$ cat config.mk
export PLATFORM = sky130hd
export DESIGN_NAME = rr_onehot_arbiter
export DESIGN_NICKNAME = d
export VERILOG_FILES = /design/src/rtl/rr_onehot_arbiter.sv
export SDC_FILE = /design/constraint.sdc
export NUM_CORES = 1
export LEC_CHECK = 0
export ABC_AREA = 1
export BUFFER_PORTS_ARGS = -buffer_cell sky130_fd_sc_hd__buf_2
export CORE_MARGIN = 2
export CORE_UTILIZATION = 64
export CTS_BUF_LIST = sky130_fd_sc_hd__clkbuf_2 sky130_fd_sc_hd__clkbuf_4 sky130_fd_sc_hd__clkbuf_8
export DETAILED_ROUTE_END_ITERATION = 8
export PLACE_DENSITY = 0.91
export REMOVE_ABC_BUFFERS = 1
export SETUP_SLACK_MARGIN = 0.15
export SLEW_MARGIN = 20
export SYNTH_ARGS = -nofsm -noshare
export SYNTH_HDL_FRONTEND = slang
export SYNTH_SLANG_ARGS = --single-unit
$ cat constraint.sdc
create_clock -name clk -period 3.45 [get_ports clk]
set_clock_uncertainty 0.2 [all_clocks]
set_input_delay 0.5175 -clock clk [delete_from_list [all_inputs] [get_ports clk]]
set_output_delay 0.5175 -clock clk [all_outputs]
set_load 0.005 [all_outputs]
$ cat src/rtl/rr_onehot_arbiter.sv
// Four-way round-robin arbiter driving a one-hot mux select.
// Grant is registered and held for at most MAX_HOLD cycles per award.
module rr_onehot_arbiter #(
  parameter int unsigned MAX_HOLD = 4
) (
  input  logic       clk,
  input  logic       reset_n,
  input  logic [3:0] req_i,
  output logic [3:0] gnt_o,
  output logic [1:0] gnt_idx_o,
  output logic       gnt_vld_o
);

  typedef enum logic {
    IDLE = 1'b0,
    BUSY = 1'b1
  } state_t;

  localparam logic [3:0] HOLD_MAX = 4'(MAX_HOLD);

  state_t     state_q;
  state_t     state_d;
  logic [1:0] ptr_q;
  logic [1:0] ptr_d;
  logic [3:0] hold_q;
  logic [3:0] hold_d;
  logic [3:0] gnt_q;
  logic [3:0] gnt_d;

  logic [1:0] idx;
  logic       vld;
  logic       release_c;
  logic [1:0] base;
  logic [3:0] cand;

  // Rotate so base sits at bit 0, take the lowest set bit, rotate back.
  function automatic logic [3:0] pick(
    input logic [3:0] req,
    input logic [1:0] b
  );
    logic [7:0] dbl;
    logic [3:0] rot;
    logic [3:0] first;
    logic [7:0] back;
    dbl   = {req, req} >> b;
    rot   = dbl[3:0];
    first = rot & (~rot + 4'd1);
    back  = {first, first} << b;
    return back[7:4];
  endfunction

  always_comb begin
    idx = 2'd0;
    unique case (1'b1)
      gnt_q[1]: idx = 2'd1;
      gnt_q[2]: idx = 2'd2;
      gnt_q[3]: idx = 2'd3;
      default:  idx = 2'd0;
    endcase
  end

  assign vld = |gnt_q;

  assign release_c = (state_q == BUSY) &&
                     (!req_i[idx] || hold_q == HOLD_MAX);

  assign base = release_c ? idx + 2'd1 : ptr_q;
  assign cand = pick(req_i, base);

  always_ff @(posedge clk or negedge reset_n) begin
    if (!reset_n) begin
      state_q <= IDLE;
      ptr_q   <= 2'd0;
      hold_q  <= 4'd0;
      gnt_q   <= 4'd0;
    end else begin
      state_q <= state_d;
      ptr_q   <= ptr_d;
      hold_q  <= hold_d;
      gnt_q   <= gnt_d;
    end
  end

  always_comb begin
    state_d = state_q;
    unique case (state_q)
      IDLE: if (|req_i) state_d = BUSY;
      BUSY: if (release_c && !(|cand)) state_d = IDLE;
      default: state_d = IDLE;
    endcase
  end

  // A release re-arbitrates in the same cycle, so no gap cycle appears.
  always_comb begin
    ptr_d  = ptr_q;
    hold_d = hold_q;
    gnt_d  = gnt_q;
    unique case (state_q)
      IDLE: begin
        if (|req_i) begin
          gnt_d  = cand;
          hold_d = 4'd1;
        end
      end
      BUSY: begin
        if (release_c) begin
          ptr_d = base;
          gnt_d = cand;
          hold_d = (|cand) ? 4'd1 : 4'd0;
        end else begin
          hold_d = hold_q + 4'd1;
        end
      end
      default: begin
        gnt_d  = 4'd0;
        hold_d = 4'd0;
      end
    endcase
  end

  assign gnt_o     = gnt_q;
  assign gnt_idx_o = idx;
  assign gnt_vld_o = vld;

endmodule

==> results of run 1 <==
logic make-up (layout without fill, tap and decap cells):
logic type	Yosys count	in the layout	share of synthesized area (%)
xor gates and xnor gates	2	2	1.71
and+or+nand+nor	94	94	53.5
adders and majority gates	2	2	2.45
DFF	11	11	26.9
muxes	1	1	1.10
buffers and inverters	23	39	9.18
AOI/OAI and AO/OA	7	7	5.14
cell type report:
cell class,instances,area share (%)
clock buffers,4,2.65
inverters,22,7.30
multi-input cells,106,57.7
flip-flops and latches,11,24.3
well taps,16,1.77
repair buffers,13,6.19
metal layers:
layer / wire length (um) / part of all wire [%] / vias up
met5: 0 / 0 / -
li1: - / - / 487
met2: 1130 / 50 / 35
met1: 963 / 43 / 453
met3: 126 / 5.6 / 3
met4: 23 / 1.0 / 0
per-stage QoR:
step,area [um^2],setup WS [ns],hold WS (ns)
global placement,1090,0.864,0.192
detailed placement,1090,0.828,0.209
global route,1130,0.640,0.330
floorplan,1010,1.17,0.0219
CTS,1130,0.863,0.315
finish,1130,0.854,0.321
worst paths after layout:
path	cells after the start	to
worst max-delay path	14	gnt_o[0]$_DFFE_PN0P_
worst min-delay path	2	gnt_o[0]$_DFFE_PN0P_
worst max register to register	14	gnt_o[0]$_DFFE_PN0P_
worst min register to register	2	gnt_o[0]$_DFFE_PN0P_
max in group asynchronous	2	state_q$_DFF_PN0_
min in group asynchronous	2	ptr_q[1]$_DFFE_PN0P_
cell usage after synthesis:
library cell   n  share of area (%)
buf_6          1                1.1
clkinv_1       1               0.37
dfrtp_1       11                 27
ha_1           2                2.4
inv_1         17                6.2
inv_2          4                1.5
mux2_2         1                1.1
nand2_1       30                 11
nand2_2        6                3.7
nand2_4        4                4.4
nand2_8        2                3.9
nand3_1       35                 17
nand3_2        7                6.9
nand3_4        1                1.7
nand4_1        1               0.61
nor2_1         5                1.8
nor2_2         2                1.2
nor2_4         1                1.1
o21ai_0        2               0.98
o21ai_1        1               0.49
o21ai_2        1               0.86
o21ai_4        1                1.6
o22ai_1        2                1.2
xnor2_1        1               0.86
xor2_1         1               0.86
sequential cells by signal, summed over array words and instances, names as in the netlist:
signal / count
hold_q: 4
state_q: 1
gnt_o: 4
ptr_q: 2
worst register-to-register path, delay by kind of cell, from the launching register on:
family / cells / cell delay, ns
DFF: 1 / 0.46
buffers and inverters: 1 / 0.05
and+or+nand+nor: 12 / 1.33
AOI/OAI and AO/OA: 1 / 0.44
what timing repair did:
item,CTS,global route
resized for setup,0,0
endpoints found under the hold margin,11,0
setup endpoints to repair,0,0
hold buffers,1,0
==> flow_summary.yaml, run 1 <==
place:
  dpl.cell_count: 167
  gp_congestion: 0.890
  io_buffers: 12
  dpl.hpwl_um: 1800
hold_path:
  hold_class: "reg -> reg"
  min_from: "gnt_o[0]$_DFFE_PN0P_"
timing:
  timing.final.crit_share_pct: 75.2
  worst_pin_slew_ns: 0.507
  finalCriticalPeriod_ns: 2.60
  slew_headroom_pct: 66.2
  hold_viol: 0
  rsz0062_at_grt: "no"
  tns_ns: 0
  setup_viol: 0
  fmax_mhz: 385
  slew_viol_final: 0
yosys:
  yosysSeqAreaShare_pct: 26.9
  synth.distinct_cells: 25
  synthCells: 140
  ys_warn_count: 0
  avgSynthCellArea_um2: 7.30
  syn_area_um2: 1020
  synth_seq_cells: 11
drt:
  drc_errors: 0
  drt_iter0_markers: 24
  wl_um: 2240
  ant_nets: 0
  drt_pre_antenna_iters: 4
  routed-via-count: 978
  wl_per_cell_um: 13.0
  vias_per_cell: 5.69
die:
  die_height_um: 44.0
  core-area_um2: 1510
  start_util_pct: 67.9
  dieArea_um2: 1930
  fp.dieW_um: 44.0
  ios: 13
  rows: 14
clock_tree:
  clock-sinks: 11
  cts_root_buffer: "clkbuf_4"
  cts_setup_buffers: 0
  clkLatencyLatePin_ns: 0.28
  clk_path_buf_depth: 2
  cts_tree: "built"
  path_clk_slew_ns: 0.07
  numCtsBuffers: 3
  h-tree-depth: 1
global_route:
  grt_pass1_vias: 937
  use_met1_pct: 32.5
  grt_util_met2_pct: 45.6
  grt_max_degree: 12
  grt_usage_pct: 26.2
  antenna_found_initial: 0
  busiest_layer: "met2"
  overflow: 0
  grtUsageMet3_pct: 3.75
  grt_pass1_wl_um: 3770
critical_path:
  cp-end-kind: "register"
  start_kind: "register"
  critPathTopFamily: "simple AND/OR/NAND/NOR gates"
  slowest_delay_ns: 0.46
  r2r_start: "gnt_o[3]$_DFFE_PN0P_"
  path_cells: "nor2_2, nand2_1, nand3_2, nand2_2, nand2_4, nand2_8, o21ai_2, nand3_1, nand2_4, inv_2, nand3_1, nand3_1, nand3_1, nand2_1"
  r2r_setup_slack_ns: 0.85
  critPathMaxFanout: 11
  cp.buffers_inverters: 1
  cp_common_cell: "nand3_1"
  critical_path.startpoint: "gnt_o[3]$_DFFE_PN0P_"
  crit_slowest_cell: "dfrtp_1"
  crit_required_ns: 3.42
  crit_type: "reg -> reg"
  crit_arrival_ns: 2.57
cells_and_area:
  regArea_um2: 275
  nets: 165
  multi_input_area_um2: 653
  layout_commonest_cell: "nand3_1"
  stdcell_count: 172
  fillers: 109
  drive_above_1_share_pct: 29.5
  antennaDiodeCount: 0
  final_cell_mix: "nand3_1, nand2_1, inv_1"
  fin_util_pct: 75.1
  syn_to_final_growth_pct: 10.6
outcome:
  status: "complete, no violations"
flow_run:
  drv_cap: 0
Power of run 1 is left out: the tool's default activity adds up to more than one toggle a clock period on the data nets, which glitch-free logic cannot reach.
==> run 2, diff against run 1 <==
Settings changed: ABC_AREA 1 to 0, CORE_UTILIZATION 64 to 57, PLACE_DENSITY 0.91 to 0.84.
Clock period 3.45 ns to 2.6 ns, I/O delays scaled along.
==> flow_summary.yaml, run 2 <==
critical_path:
  crit_arrival_ns: 1.70
  start_kind: "register"
  crit_required_ns: 2.01
  cp-end-kind: "output port"
  critPathMaxFanout: 7
  path_cells: "nor2_1, inv_1, or3_1, buf_2"
  crit_slowest_cell: "dfrtp_1"
  crit_type: "reg -> out"
  slowest_delay_ns: 0.49
timing:
  rsz0062_at_grt: "no"
  setup_viol: 0
  timing.final.crit_share_pct: 88.1
  hold_viol: 0
  fmax_mhz: 437
  slew_viol_final: 0
  hold_slack_ns: 0.290
  tns_ns: 0
  finalCriticalPeriod_ns: 2.29
  slew_headroom_pct: 72.4
  worst_pin_slew_ns: 0.412
cells_and_area:
  antennaDiodeCount: 0
  regArea_um2: 275
  nets: 112
  fin_util_pct: 69.5
  final_cell_mix: "buf_2, dfrtp_1, inv_1"
  layout_commonest_cell: "buf_2"
  fillers: 111
  drive_above_1_share_pct: 26.2
  multi_input_area_um2: 465
  syn_to_final_growth_pct: 13.9
yosys:
  synth_top_cell_area_share_pct: 34.6
  yosys.area.top_type: "dfrtp_1"
  ys_warn_count: 0
  synth_most_common_cell: "dfrtp_1"
  synth_common_cells: "dfrtp_1, inv_1, nor2_1"
  synth-edff-count: 0
  synth_seq_cells: 11
  synth.distinct_cells: 35
  synthCells: 87
  synth-main-ff-cell: "dfrtp_1"
  avgSynthCellArea_um2: 9.13
  async_flop_share_pct: 100
  syn_area_um2: 795
  synth.area.top_cells: "dfrtp_1, mux2_4, o21ai_0, inv_1, nor2_1"
  yosysSeqAreaShare_pct: 34.6
drt:
  routed-via-count: 738
  drt_iter0_markers: 36
  vias_per_cell: 6.25
  ant_nets: 0
  drt_pre_antenna_iters: 4
  wl_per_cell_um: 16.1
  drc_errors: 0
  wl_um: 1890
power:
  powerDensity_nw_per_um2: 1160
  report.power.total_mw: 1.05
  ir_drop_mv: 0.649
  p_leak_nw: 0.452
clock_tree:
  cts_tree: "built"
  clkLatencyLatePin_ns: 0.28
  numCtsBuffers: 3
  cts_root_buffer: "clkbuf_4"
  cts_setup_buffers: 0
  clk_path_buf_depth: 2
  clock-sinks: 11
  path_clk_slew_ns: 0.07
  h-tree-depth: 1
global_route:
  grt_max_degree: 14
  grt_pass1_vias: 669
  overflow: 0
  grt_usage_pct: 27.5
  grt_pass1_wl_um: 2980
  antenna_found_initial: 0
flow_run:
  drv_cap: 0
die:
  ios: 13
  core-area_um2: 1300
  fp.dieW_um: 41.3
  rows: 13
  die_height_um: 41.3
  dieArea_um2: 1710
  start_util_pct: 61.1
place:
  io_buffers: 12
  dpl.hpwl_um: 1410
  gp_congestion: 0.888
hold_path:
  hold_class: "in -> reg"
outcome:
  status: "complete, no violations"
run 2: cell types whose count changed after synthesis, sizes merged, moves of 3 or more:
cell	delta
o21ai	+3
o211ai	+4
mux2i	+3
nand2	-35
inv	-11
mux2	+3
nand3	-40
run 2: final cells by class:
cell class	instances	share of cell area, %
multi-input cells	64	51.5
flip-flops and latches	11	30.4
repair buffers	14	8.58
inverters	10	4.15
clock buffers	4	3.32
well taps	15	2.07
run 2: what timing repair did:
item / 4_1_cts / 5_1_grt
hold endpoints to repair: 11 / 0
resized for setup: 0 / 1
hold buffers: 1 / 0
endpoints found under the setup margin: 0 / 2
run 2: critical path, delay by kind of cell (launching register included):
family                 cells  cell delay (ns)
DFF                        1             0.49
and+or+nand+nor            2             0.66
buffers and inverters      2             0.28
run 2: kinds of logic (layout without fill, tap and decap cells):
family | Yosys count | after routing | share of synthesized area (%)
simple gates | 31 | 31 | 19.4
compound gates | 23 | 23 | 23.6
buf+inv | 12 | 28 | 6.77
flops | 11 | 11 | 34.6
mux | 7 | 7 | 11.3
fa+ha+maj | 2 | 2 | 3.15
xor+xnor | 1 | 1 | 1.10
run 2: path summary, 6_finish.rpt:
kind	slack (ns)	cells past startpoint	to	from
max in group asynchronous	1.69	2	gnt_o[0]$_DFFE_PN0P_	reset_n
min in group asynchronous	0.31	2	gnt_o[1]$_DFFE_PN0P_	reset_n
min	0.29	3	gnt_o[1]$_DFFE_PN0P_	req_i[1]
min reg2reg	0.31	1	hold_q[3]$_DFFE_PN0P_	hold_q[3]$_DFFE_PN0P_
max	0.31	4	gnt_vld_o	gnt_o[3]$_DFFE_PN0P_
max reg2reg	0.33	6	gnt_o[1]$_DFFE_PN0P_	gnt_o[3]$_DFFE_PN0P_
run 2: metrics by stage:
step                      cell area (um^2)  worst slack [ns]  cells
final                                  905             0.310    118
after global routing                   905             0.207    118
after CTS                              905             0.252    118
after detailed placement               865             0.255    113
after global placement                 865             0.280    113
after floorplan                        778             0.571     85
run 2: power by group:
group,switching [mW],internal [mW]
Sequential,0.0793,0.233
Clock,0.0635,0.0700
Combinational,0.325,0.280
run 2: layer usage:
metal  track usage [%]  vias to the layer above  share of wire [%]
met5                 0                        -                  0
met4              21.0                        0                3.6
met3              4.26                        9                9.3
met2              38.7                       45                 45
met1              37.5                      340                 41
li1                  -                      344                  -
No activity file was read; power rests on OpenSTA's default activity.
